==> config.mk <==
export PLATFORM = sky130hd
export DESIGN_NAME = branch_hazard_ctrl
export DESIGN_NICKNAME = d
export VERILOG_FILES = /design/src/rtl/branch_hazard_ctrl.sv
export SDC_FILE = /design/constraint.sdc
export NUM_CORES = 1
export LEC_CHECK = 0
export CORE_MARGIN = 1
export CORE_UTILIZATION = 45
export DETAILED_ROUTE_END_ITERATION = 10
export PLACE_DENSITY = 0.87
export SLEW_MARGIN = 15
export SYNTH_ARGS = -nofsm -noshare
export SYNTH_HDL_FRONTEND = slang
export SYNTH_SLANG_ARGS = --single-unit
export TNS_END_PERCENT = 50
==> constraint.sdc <==
create_clock -name clock -period 11.75 [get_ports clock]
set_input_delay 2.35 -clock clock [delete_from_list [all_inputs] [get_ports clock]]
set_output_delay 2.35 -clock clock [all_outputs]
set_load 0.005 [all_outputs]
==> src/rtl/branch_hazard_ctrl.sv <==
// ID-stage branch controller: hazard stall sequencing, ID-compare forwarding, PC redirect, statistics.
// Jumps and hazard-free branches redirect in the same cycle; dependent branches stall 1-2 cycles before resolving.
module branch_hazard_ctrl #(
   parameter int AW    = 32,
   parameter int CNT_W = 16
) (
   input  logic             clock,
   input  logic             reset_n,
   input  logic             id_valid,
   input  logic [1:0]       id_ctrl,
   input  logic             id_jump,
   input  logic [4:0]       id_rs,
   input  logic [4:0]       id_rt,
   input  logic             cmp,
   input  logic [AW-1:0]    br_target,
   input  logic [AW-1:0]    j_target,
   input  logic             ex_wr,
   input  logic             ex_ld,
   input  logic [4:0]       ex_rd,
   input  logic             mem_wr,
   input  logic             mem_ld,
   input  logic [4:0]       mem_rd,
   input  logic             wb_wr,
   input  logic [4:0]       wb_rd,
   input  logic             flush_in,
   output logic             stall,
   output logic             bubble_ex,
   output logic             pc_sel,
   output logic [AW-1:0]    pc_target,
   output logic             flush_ifid,
   output logic [1:0]       fwd_a,
   output logic [1:0]       fwd_b,
   output logic [CNT_W-1:0] br_cnt,
   output logic [CNT_W-1:0] tk_cnt,
   output logic [CNT_W-1:0] st_cnt
);

   typedef enum logic [1:0] {
      RUN     = 2'd0,
      HOLD    = 2'd1,
      RESOLVE = 2'd2
   } state_t;

   typedef struct packed {
      logic       wr;
      logic       ld;
      logic [4:0] rd;
   } wdest_t;

   localparam logic [1:0] FWD_RF  = 2'b00;
   localparam logic [1:0] FWD_MEM = 2'b01;
   localparam logic [1:0] FWD_WB  = 2'b10;

   state_t           state, next_state;
   logic [1:0]       hold_cnt, next_hold;
   logic [CNT_W-1:0] br_q, tk_q, st_q;

   wdest_t     ex_dst, mem_dst, wb_dst;
   logic [1:0] haz_a, haz_b, haz_max;
   logic       br_run, jump_act, hold_act, resolve_act, taken;

   assign ex_dst  = {ex_wr, ex_ld, ex_rd};
   assign mem_dst = {mem_wr, mem_ld, mem_rd};
   assign wb_dst  = {wb_wr, 1'b0, wb_rd};

   function automatic logic src_match(input logic [4:0] src, input wdest_t d);
      return (src != 5'd0) && d.wr && (d.rd == src);
   endfunction

   // Cycles until the operand can be forwarded into the ID comparator.
   function automatic logic [1:0] hazard_of(input logic [4:0] src, input wdest_t ex,
                                            input wdest_t mem);
      if (src_match(src, ex))
         return ex.ld ? 2'd2 : 2'd1;
      if (src_match(src, mem) && mem.ld)
         return 2'd1;
      return 2'd0;
   endfunction

   function automatic logic [1:0] fwd_sel(input logic [4:0] src, input wdest_t mem,
                                          input wdest_t wb);
      if (src_match(src, mem) && !mem.ld)
         return FWD_MEM;
      if (src_match(src, wb))
         return FWD_WB;
      return FWD_RF;
   endfunction

   function automatic logic [CNT_W-1:0] sat_inc(input logic [CNT_W-1:0] v);
      return (&v) ? v : v + CNT_W'(1);
   endfunction

   assign haz_a   = hazard_of(id_rs, ex_dst, mem_dst);
   assign haz_b   = hazard_of(id_rt, ex_dst, mem_dst);
   assign haz_max = (haz_a > haz_b) ? haz_a : haz_b;
   assign taken   = cmp ~^ id_ctrl[0];

   // A jump shadows any branch flag and skips the hazard check entirely.
   assign br_run      = (state == RUN) && id_valid && id_ctrl[1] && !id_jump;
   assign jump_act    = (state == RUN) && id_valid && id_jump && !flush_in;
   assign hold_act    = (state == HOLD) && !flush_in;
   assign resolve_act = !flush_in &&
                        ((br_run && (haz_max == 2'd0)) || (state == RESOLVE));

   always_ff @(posedge clock) begin
      if (!reset_n) begin
         state    <= RUN;
         hold_cnt <= 2'd0;
      end else begin
         state    <= next_state;
         hold_cnt <= next_hold;
      end
   end

   always_comb begin
      next_state = state;
      next_hold  = hold_cnt;
      if (flush_in) begin
         next_state = RUN;
         next_hold  = 2'd0;
      end else begin
         case (state)
            RUN: begin
               if (br_run && (haz_max != 2'd0)) begin
                  next_state = HOLD;
                  next_hold  = haz_max - 2'd1;
               end
            end
            HOLD: begin
               if (hold_cnt == 2'd0)
                  next_state = RESOLVE;
               else
                  next_hold = hold_cnt - 2'd1;
            end
            RESOLVE: next_state = RUN;
            default: begin
               next_state = RUN;
               next_hold  = 2'd0;
            end
         endcase
      end
   end

   always_comb begin
      stall      = 1'b0;
      bubble_ex  = 1'b0;
      pc_sel     = 1'b0;
      flush_ifid = 1'b0;
      pc_target  = '0;
      fwd_a      = FWD_RF;
      fwd_b      = FWD_RF;
      if (reset_n) begin
         stall      = hold_act;
         bubble_ex  = hold_act;
         pc_sel     = jump_act | (resolve_act & taken);
         flush_ifid = jump_act | (resolve_act & taken);
         pc_target  = ((state == RUN) && id_jump) ? j_target : br_target;
         if (resolve_act) begin
            fwd_a = fwd_sel(id_rs, mem_dst, wb_dst);
            fwd_b = fwd_sel(id_rt, mem_dst, wb_dst);
         end
      end
   end

   always_ff @(posedge clock) begin
      if (!reset_n) begin
         br_q <= '0;
         tk_q <= '0;
         st_q <= '0;
      end else begin
         if (resolve_act) begin
            br_q <= sat_inc(br_q);
            if (taken)
               tk_q <= sat_inc(tk_q);
         end
         if (hold_act)
            st_q <= sat_inc(st_q);
      end
   end

   assign br_cnt = reset_n ? br_q : '0;
   assign tk_cnt = reset_n ? tk_q : '0;
   assign st_cnt = reset_n ? st_q : '0;

endmodule
# Yosys cells after proc, flatten, opt, wreduce, memory -nomap -nowiden

Cells that the tools add are included.

Add/sub/neg operators: 5
Order comparisons: 1
Eq/ne operators: 11
Multiplexer cells: 55
Bitwise gates (word level): 8
Reductions and logical operators: 45

Operators by type and width:

| operator              | count |
|---|---|
| $mux 32               | 2 |
| $mux 2                | 26 |
| $add 16x1->16 const B | 3 |
| $mux 16               | 3 |
| $reduce_and 16->1     | 3 |
| $eq 5x5->1            | 6 |
| $logic_and 1x1->1     | 26 |
| $mux 1                | 22 |
| $reduce_bool 5->1     | 2 |
| $logic_not 2->1       | 3 |
| $pmux 2 s3            | 1 |
| $reduce_and 2->1      | 3 |
| $reduce_and 3->1      | 2 |
| $not 1->1             | 5 |
| $ne 2x1->1 const B    | 2 |
| $pmux 2 s2            | 1 |
| $sub 2x1->2 const B   | 2 |
| $logic_not 1->1       | 3 |
| $eq 2x1->1 const B    | 1 |
| $eq 2x2->1 const B    | 1 |
| $gt 2x2->1            | 1 |
| $ne 2x2->1 const B    | 1 |
| $reduce_bool 2->1     | 1 |
| $reduce_or 2->1       | 1 |
| other kinds (4)       | 4 |

Register bits: 52
Bits of input ports: 102

# Logic depth before layout (Yosys ltp)

Gate-level depths: netlist of run 1.

Depth after elaboration: 23
Mapped depth: 14
Mapped depth without buffers: 12

# Least setup slack after synthesis of run 1

OpenSTA, ideal clock, no wires.

Path type: in2out
From: input id_rt[1]
To: output pc_sel
Data arrival time: 5.379 ns
Required time: 9.400 ns
Slack: 4.021 ns
Stages: 12
Cells stage by stage: or4_1 -> o211a_1 -> a211oi_1 -> a32o_1 -> ha_1 -> nand2_1 -> o21ai_0 -> o41ai_1 -> o32a_4 -> buf_2 -> a21oi_1 -> buf_4

Longest elaborated chain between the ends: 17

Ends and longest elaborated chain:

| what                            | line | RTL |
|---|---|---|
| start: declaration              | 13   | `input logic [4:0] id_rt,` |
| $reduce_bool 5->1               | 67   | `return (src != 5'd0) && d.wr && (d.rd == src);` |
| $logic_and 1x1->1 (2 in series) | 67   |  |
| $logic_and 1x1->1               | 75   | `if (src_match(src, mem) && mem.ld)` |
| $mux 1 (2 in series)            | 75   |  |
| $mux 2                          | 77   | `return 2'd0;` |
| $mux 2 *                        | 75   |  |
| $gt 2x2->1                      | 95   | `assign haz_max = (haz_a > haz_b) ? haz_a : haz_b;` |
| $mux 2 *                        | 95   |  |
| $logic_not 2->1 *               | 103  | `((br_run && (haz_max == 2'd0)) \|\| (state == RESOLVE));` |
| $logic_and 1x1->1 *             | 103  |  |
| $logic_or 1x1->1 *              | 103  |  |
| $logic_and 1x1->1 *             | 102  | `assign resolve_act = !flush_in &&` |
| $and 1x1->1 *                   | --   |  |
| $or 1x1->1 *                    | --   |  |
| $mux 1 *                        | --   |  |
| end: declaration                | 28   | `output logic pc_sel,` |

Every way passes the cells marked *; elsewhere a longest branch is shown, timed or not. The select of a mux whose other input is x is not followed.

# Worst setup path after layout of run 1

From: input id_rt[1]
To: output fwd_a[1]

Longest elaborated chain between the ends: 16

Ends and longest elaborated chain:

| what                            | line | RTL |
|---|---|---|
| $reduce_bool 5->1               | 67   |  |
| $logic_and 1x1->1 (2 in series) | 67   |  |
| $logic_and 1x1->1               | 75   |  |
| $mux 1 (2 in series)            | 75   |  |
| $mux 2                          | 77   |  |
| $mux 2 *                        | 75   |  |
| $gt 2x2->1                      | 95   |  |
| $mux 2 *                        | 95   |  |
| $logic_not 2->1 *               | 103  |  |
| $logic_and 1x1->1 *             | 103  |  |
| $logic_or 1x1->1 *              | 103  |  |
| $logic_and 1x1->1 *             | 102  |  |
| $mux 2 *                        | 158  | `if (resolve_act) begin` |
| $mux 2 *                        | 152  | `if (reset_n) begin` |
| end: declaration                | 31   | `output logic [1:0] fwd_a,` |

Marks and branches as above.

==> flow_metrics.env, run 1 <==
export IMPL_pwr_density_cell_nw_per_um2=62.3
export IMPL_drc=0
export IMPL_detailroute_via_count=4563
export IMPL_max_cap_violations=0
export IMPL_whs_path_cells=2
export IMPL_final_net_count=829
export IMPL_cts_buffers=5
export IMPL_cp_slowest_stage_delay_ps=800
export IMPL_via_per_inst=5.52
export IMPL_first_pass_iters=4
export IMPL_finalHoldViolCount=0
export IMPL_design_portCount=190
export IMPL_maxSlewHeadroom=0.242
export IMPL_wl_per_cell_um=15.4
export IMPL_min_to="tk_q[15]"
export IMPL_detailed_route_wire_length_um=12700
export IMPL_ys_ff_latch=52
export IMPL_synth_warnings=0
export IMPL_antenna_diode_count=0
export IMPL_antenna_found_initial=0
export IMPL_post_synth_instance_area_sq_um=3960
export IMPL_finalClockSkew_ps=10.7
export IMPL_post_synth_cell_area_avg_sq_um=7.18
export IMPL_drt_iter0_markers=187
export IMPL_cts_root_buffer_cell="sky130_fd_sc_hd__clkbuf_8"
export IMPL_area_growth_synth_to_final_pct=50.7
export IMPL_critical_path_fanouts_max=21
export IMPL_critical_path_slowest_cell="sky130_fd_sc_hd__o41ai_1"
export IMPL_post_cts_resize_count=0
export IMPL_power_leakage_nw=2.19
export IMPL_clock_sinks=52
export IMPL_ctsLongestPathBuffers=2
export IMPL_synth_fp_nets=659
export IMPL_clock_latency_ps=310
export IMPL_drt_antenna_violating_nets=0
export IMPL_number_of_flops_mapped_to_enable_cells_by_yosys=0
export IMPL_grt_first_pass_wirelength_um=19700
export IMPL_placement_setup_worst_slack_ps=2520
export IMPL_worst_r2r_endpoint="st_q[13]"
export IMPL_synth_seq_area_share=0.263
export IMPL_min_period_over_period=0.794
export IMPL_critPathRequiredTime_ps=9400
export IMPL_portBuffers=189
export IMPL_htreeDepth=2
export IMPL_peak_supply_drop_mv=0.0455
export IMPL_timing_final_ws_setup_ps=2420
export IMPL_crit_path_start_kind="primary input"
export IMPL_synthCells=551
export IMPL_place_congestion=0.953
export IMPL_min_path_type="reg2reg"
export IMPL_placementRows=33
export IMPL_period_needed_ps=9330
export IMPL_r2r_setup_slack_ps=9050
export IMPL_synth_flop_cell="sky130_fd_sc_hd__dfxtp_1"
export IMPL_end_kind="output pin"
export IMPL_fin_hold_ws_ps=510
export IMPL_floorplan_initialDensity=0.474
export IMPL_worst_slew_pin_slew_ps=1140
export IMPL_hold_buffers=0
export IMPL_critPathArrivalTime_ps=6980
export IMPL_crit_path_category="in2out"
export IMPL_worst_r2r_startpoint="st_q[7]"
export IMPL_all_layer_gr_usage=0.270
export IMPL_grt_start_max_net_pins=51
export IMPL_cts_setup_buffers=0
export IMPL_post_route_cells_drive_above_1_share=0.0555
export IMPL_layout_commonest_cell="sky130_fd_sc_hd__clkdlybuf4s50_1"
export IMPL_fp_dieArea_sq_um=9170
export IMPL_timing_hold_worst_start="tk_q[15]"
export IMPL_status="complete, no violations"
export IMPL_core_area_sq_um=8340
export IMPL_report_final_slew_viol_count=0
export IMPL_critical_path_top_cell_by_count="sky130_fd_sc_hd__clkdlybuf4s50_1"
export IMPL_placed_wire_length_estimate_after_detailed_placement_um=9980
export IMPL_clk_transition_reported_paths_ps=90
export IMPL_finalSetupTns_ps=0
export IMPL_die_height_um=95.8
export IMPL_rsz0062_at_grt="false"
export IMPL_synth_cell_types=51
export IMPL_synth_async_sr_flop_share=0
export IMPL_first_global_vias=4401
export IMPL_layout_cells_most_common_list="sky130_fd_sc_hd__clkdlybuf4s50_1, sky130_fd_sc_hd__nand2_1, sky130_fd_sc_hd__nor2_1"
export IMPL_r2r_cells=7
export IMPL_setup_viol_count_final=0
export IMPL_timing_critical_path_cells="clkdlybuf4s50_1, or4_1, o211a_1, a211oi_1, a32o_1, ha_1, nand2_1, o21ai_0, o41ai_1, o31a_1, nand3b_1, nor2_1, clkdlybuf4s50_1"
export IMPL_die_width_um=95.8
export IMPL_max_clock_freq_ghz=0.107
export IMPL_cts_tree="built"
export IMPL_timing_critical_path_from="id_rt[1]"
export IMPL_grt_remaining_overflow=0
[per-stage QoR]
stage	instance area, sq um	total power (W)	util	instances
final	5960	0.000371	0.715	826
after global routing	5960	0.000387	0.715	826
after CTS	5960	0.000372	0.715	826
after detailed placement	5880	0.000276	0.705	819
after global placement	5880	0.000275	0.705	819
after floorplan	3960	0.000217	-	551
[where the power goes]
| part | total (W) | internal, W | leakage [nW] | switching, W |
|---|---|---|---|---|
| Combinational | 0.0000958 | 0.0000559 | 1.73 | 0.0000399 |
| Clock | 0.0000987 | 0.0000405 | 0.0400 | 0.0000582 |
| Sequential | 0.000177 | 0.000176 | 0.419 | 0.000000320 |
[logic make-up (layout without fill, tap and decap cells)]
| logic type | Yosys count | after routing | synth area share |
|---|---|---|---|
| buffers and inverters | 45 | 215 | 0.0471 |
| adders and majority gates | 6 | 6 | 0.0190 |
| AOI/OAI and AO/OA | 77 | 77 | 0.127 |
| and+or+nand+nor | 301 | 301 | 0.375 |
| xor gates and xnor gates | 47 | 47 | 0.104 |
| DFF | 52 | 52 | 0.263 |
| muxes | 23 | 23 | 0.0652 |
[critical path: cells and delay by family]
family | cells | cell delay [ps]
AOI/OAI and AO/OA | 6 | 2510
buffers and inverters | 2 | 950
and+or+nand+nor | 4 | 940
adders and majority gates | 1 | 230
[synthesized netlist by cell type (2+ instances only)]
cell | n | area (sq um)
sky130_fd_sc_hd__nor2b_1 | 2 | 12.5
sky130_fd_sc_hd__nand3_1 | 26 | 130
sky130_fd_sc_hd__xor2_1 | 21 | 184
sky130_fd_sc_hd__and2_1 | 45 | 282
sky130_fd_sc_hd__nand3b_1 | 2 | 15.0
sky130_fd_sc_hd__and3_1 | 7 | 43.8
sky130_fd_sc_hd__o211ai_1 | 2 | 15.0
sky130_fd_sc_hd__o21ai_0 | 6 | 30.0
sky130_fd_sc_hd__nor4_1 | 9 | 56.3
sky130_fd_sc_hd__ha_1 | 6 | 75.1
sky130_fd_sc_hd__dfxtp_1 | 52 | 1040
sky130_fd_sc_hd__mux2_2 | 22 | 248
sky130_fd_sc_hd__o211a_1 | 2 | 20.0
sky130_fd_sc_hd__nor2_1 | 62 | 233
sky130_fd_sc_hd__nand2_1 | 89 | 334
sky130_fd_sc_hd__nand2b_1 | 4 | 25.0
sky130_fd_sc_hd__buf_1 | 8 | 30.0
sky130_fd_sc_hd__nand4_1 | 12 | 75.1
sky130_fd_sc_hd__or4_1 | 9 | 67.6
sky130_fd_sc_hd__nor3b_1 | 2 | 15.0
sky130_fd_sc_hd__buf_4 | 2 | 15.0
sky130_fd_sc_hd__nor3_1 | 20 | 100
sky130_fd_sc_hd__a21oi_1 | 45 | 225
sky130_fd_sc_hd__or3_1 | 5 | 31.3
sky130_fd_sc_hd__nor4b_1 | 3 | 26.3
sky130_fd_sc_hd__o31ai_1 | 7 | 52.6
sky130_fd_sc_hd__xnor2_1 | 26 | 228
sky130_fd_sc_hd__clkbuf_1 | 17 | 63.8
sky130_fd_sc_hd__buf_2 | 2 | 10.0
sky130_fd_sc_hd__a32o_1 | 2 | 20.0
sky130_fd_sc_hd__inv_1 | 14 | 52.6
[worst max path at each step]
| stage | endpoint | slack [ps] | cells after the start |
|---|---|---|---|
| 2_1_floorplan | pc_sel | 4020 | 12 |
| 3_3_place_gp | fwd_a[1] | 2690 | 13 |
| 3_5_place_dp | fwd_a[1] | 2520 | 13 |
| 4_1_cts | fwd_a[1] | 2490 | 13 |
| 5_1_grt | fwd_a[0] | 2060 | 13 |
| 6_report | fwd_a[1] | 2420 | 13 |
[layout make-up]
class | count | area (sq um)
fillers | 677 | 2380
repair buffers | 193 | 1920
clock inverters | 2 | 12.5
well taps | 105 | 131
clock buffers | 5 | 68.8
multi-input cells | 454 | 2730
flip-flops and latches | 52 | 1040
inverters | 15 | 56.3
[flip-flops by register name (all words and copies together) (netlist names)]
name and flops:
br_q 16, st_q 16, tk_q 16, hold_cnt 2
state 2
[per-layer routing]
layer / wire, um / share of wire / global-route usage
met1: 4650 / 0.37 / 0.270
met3: 1010 / 0.079 / 0.0490
met4: 431 / 0.034 / 0.103
met2: 6600 / 0.52 / 0.543
met5: 0 / 0 / 0
Note: power is estimated with default switching activity, not from simulation.
==> run 2, diff against run 1 <==
CORE_UTILIZATION = 42   (was 45)
PLACE_DENSITY = 0.82   (was 0.87)
clock period = 9.7 ns   (was 11.75 ns; I/O delays follow)
==> run 2 against run 1 <==
Effect of this change: sequential power up 21%; highest routed layer unchanged; global-route usage down 2.0 points; critical path depth unchanged; register-to-register slack worse by 2100 ps; non-clock buffer count unchanged.
==> flow_metrics.env, run 2 (synthesized netlist as in run 1, its figures left out) <==
export IMPL_total_power_w=0.000476
export IMPL_cts_root_buffer_cell="sky130_fd_sc_hd__clkbuf_8"
export IMPL_max_clock_freq_ghz=0.116
export IMPL_floorplan_initialDensity=0.430
export IMPL_antenna_found_initial=1
export IMPL_ctsLongestPathBuffers=2
export IMPL_finalHoldViolCount=0
export IMPL_timing_hold_worst_start="tk_q[14]"
export IMPL_worst_slew_pin_slew_ps=1080
export IMPL_fin_hold_ws_ps=519
export IMPL_end_kind="output pin"
export IMPL_worst_r2r_startpoint="st_q[8]"
export IMPL_rsz0062_at_grt="false"
export IMPL_cts_setup_buffers=0
export IMPL_critical_path_slowest_cell="sky130_fd_sc_hd__o41ai_1"
export IMPL_grt_first_pass_wirelength_um=19900
export IMPL_clock_latency_ps=300
export IMPL_max_cap_violations=0
export IMPL_clock_sinks=52
export IMPL_finalSetupTns_ps=0
export IMPL_layout_cells_most_common_list="sky130_fd_sc_hd__clkdlybuf4s50_1, sky130_fd_sc_hd__nand2_1, sky130_fd_sc_hd__nor2_1"
export IMPL_area_growth_synth_to_final_pct=51.4
export IMPL_critPathRequiredTime_ps=7760
export IMPL_report_final_slew_viol_count=0
export IMPL_post_route_cells_drive_above_1_share=0.0542
export IMPL_first_global_vias=4224
export IMPL_reg_largest_list="br_q x16, st_q x16, tk_q x16"
export IMPL_crit_path_start_kind="primary input"
export IMPL_place_congestion=1.01
export IMPL_core_area_sq_um=9200
export IMPL_portBuffers=189
export IMPL_grt_start_max_net_pins=83
export IMPL_maxSlewHeadroom=0.278
export IMPL_power_leakage_nw=2.20
export IMPL_cts_tree="built"
export IMPL_first_pass_iters=5
export IMPL_critical_path_fanouts_max=21
export IMPL_clk_transition_reported_paths_ps=100
export IMPL_layout_commonest_cell="sky130_fd_sc_hd__clkdlybuf4s50_1"
export IMPL_crit_path_category="in2out"
export IMPL_critical_path_top_cell_by_count="sky130_fd_sc_hd__clkdlybuf4s50_1"
export IMPL_fill_cells=806
export IMPL_drt_antenna_violating_nets=0
export IMPL_placed_wire_length_estimate_after_detailed_placement_um=9600
export IMPL_die_width_um=99.0
export IMPL_cp_slowest_stage_delay_ps=850
export IMPL_min_period_over_period=0.887
export IMPL_pwr_density_cell_nw_per_um2=79.5
export IMPL_drt_iter0_markers=181
export IMPL_design_portCount=190
export IMPL_placement_setup_worst_slack_ps=1180
export IMPL_drc=0
export IMPL_final_net_count=829
export IMPL_detailroute_via_count=4475
export IMPL_finalClockSkew_ps=9.95
export IMPL_detailed_route_wire_length_um=12700
export IMPL_post_cts_resize_count=0
export IMPL_all_layer_gr_usage=0.250
export IMPL_final_seq_area_sq_um=1040
export IMPL_critPathArrivalTime_ps=6670
export IMPL_wl_per_cell_um=15.2
export IMPL_placementRows=35
export IMPL_die_height_um=99.0
export IMPL_hold_buffers=0
export IMPL_final_util=0.651
export IMPL_cts_buffers=5
export IMPL_period_needed_ps=8610
export IMPL_timing_critical_path_cells="clkdlybuf4s50_1, or4_1, o211a_1, a211oi_1, a32o_1, ha_1, nand2_1, o21ai_0, o41ai_1, o31a_1, nand3b_1, nor2_1, clkdlybuf4s50_1"
export IMPL_status="complete, no violations"
export IMPL_grt_remaining_overflow=0
export IMPL_timing_final_ws_setup_ps=1090
export IMPL_multi_input_comb_area_sq_um=2730
export IMPL_min_path_type="reg2reg"
export IMPL_via_per_inst=5.38
export IMPL_fp_dieArea_sq_um=9810
export IMPL_htreeDepth=2
export IMPL_setup_viol_count_final=0
export IMPL_peak_supply_drop_mv=0.0698
export IMPL_timing_critical_path_from="id_rt[1]"
[run 2: cell count changes in the layout (fill, tap and decap cells not counted)]
cell,change
sky130_fd_sc_hd__diode_2,+1
sky130_fd_sc_hd__clkinv_2,-1
sky130_fd_sc_hd__clkinvlp_4,-1
sky130_fd_sc_hd__bufinv_16,+1
[run 2: metrics by stage]
stage	instance area, sq um	cells
floorplan	3960	551
global placement	5890	825
detailed placement	5890	825
CTS	5980	831
global route	5990	832
finish	5990	832
[run 2: worst max-delay path, delay by kind of cell]
kind	cells	cell delay (ps)
buf+inv	2	940
fa+ha+maj	1	240
compound gates	6	2610
simple gates	4	940
[run 2: final cells by class]
| class | count | share of cell area |
|---|---|---|
| Sequential cell | 52 | 0.174 |
| Antenna cell | 1 | 0.000418 |
| Clock inverter | 1 | 0.00502 |
| Inverter | 15 | 0.00940 |
| Tap cell | 111 | 0.0232 |
| Clock buffer | 5 | 0.0115 |
| Timing Repair Buffer | 193 | 0.321 |
| Multi-Input combinational cell | 454 | 0.456 |
[run 2: power by group]
group	switching [W]	internal [W]
registers	0.000000398	0.000214
logic	0.0000484	0.0000678
clock network	0.0000717	0.0000743
total	0.000120	0.000356
[run 2: final timing paths]
check / depth (start not counted) / to / slack [ps]
worst max-delay path: 13 / fwd_b[1] / 1090
worst min-delay path: 2 / tk_q[14] / 520
worst max register to register: 7 / st_q[13] / 6980
worst min register to register: 2 / tk_q[14] / 520
[run 2: layer usage]
layer,routed length (um),global-route usage,vias to the layer above
met2,6580,0.476,170
met1,4970,0.275,2051
met3,783,0.0411,21
met4,352,0.0941,0
met5,0,0,-
li1,-,-,2233
==> run 3, diff against run 2 <==
TNS_END_PERCENT = unset   (was 50)
==> results of run 3 <==
The final DEF is identical to that of run 2; final timing and power are the same.
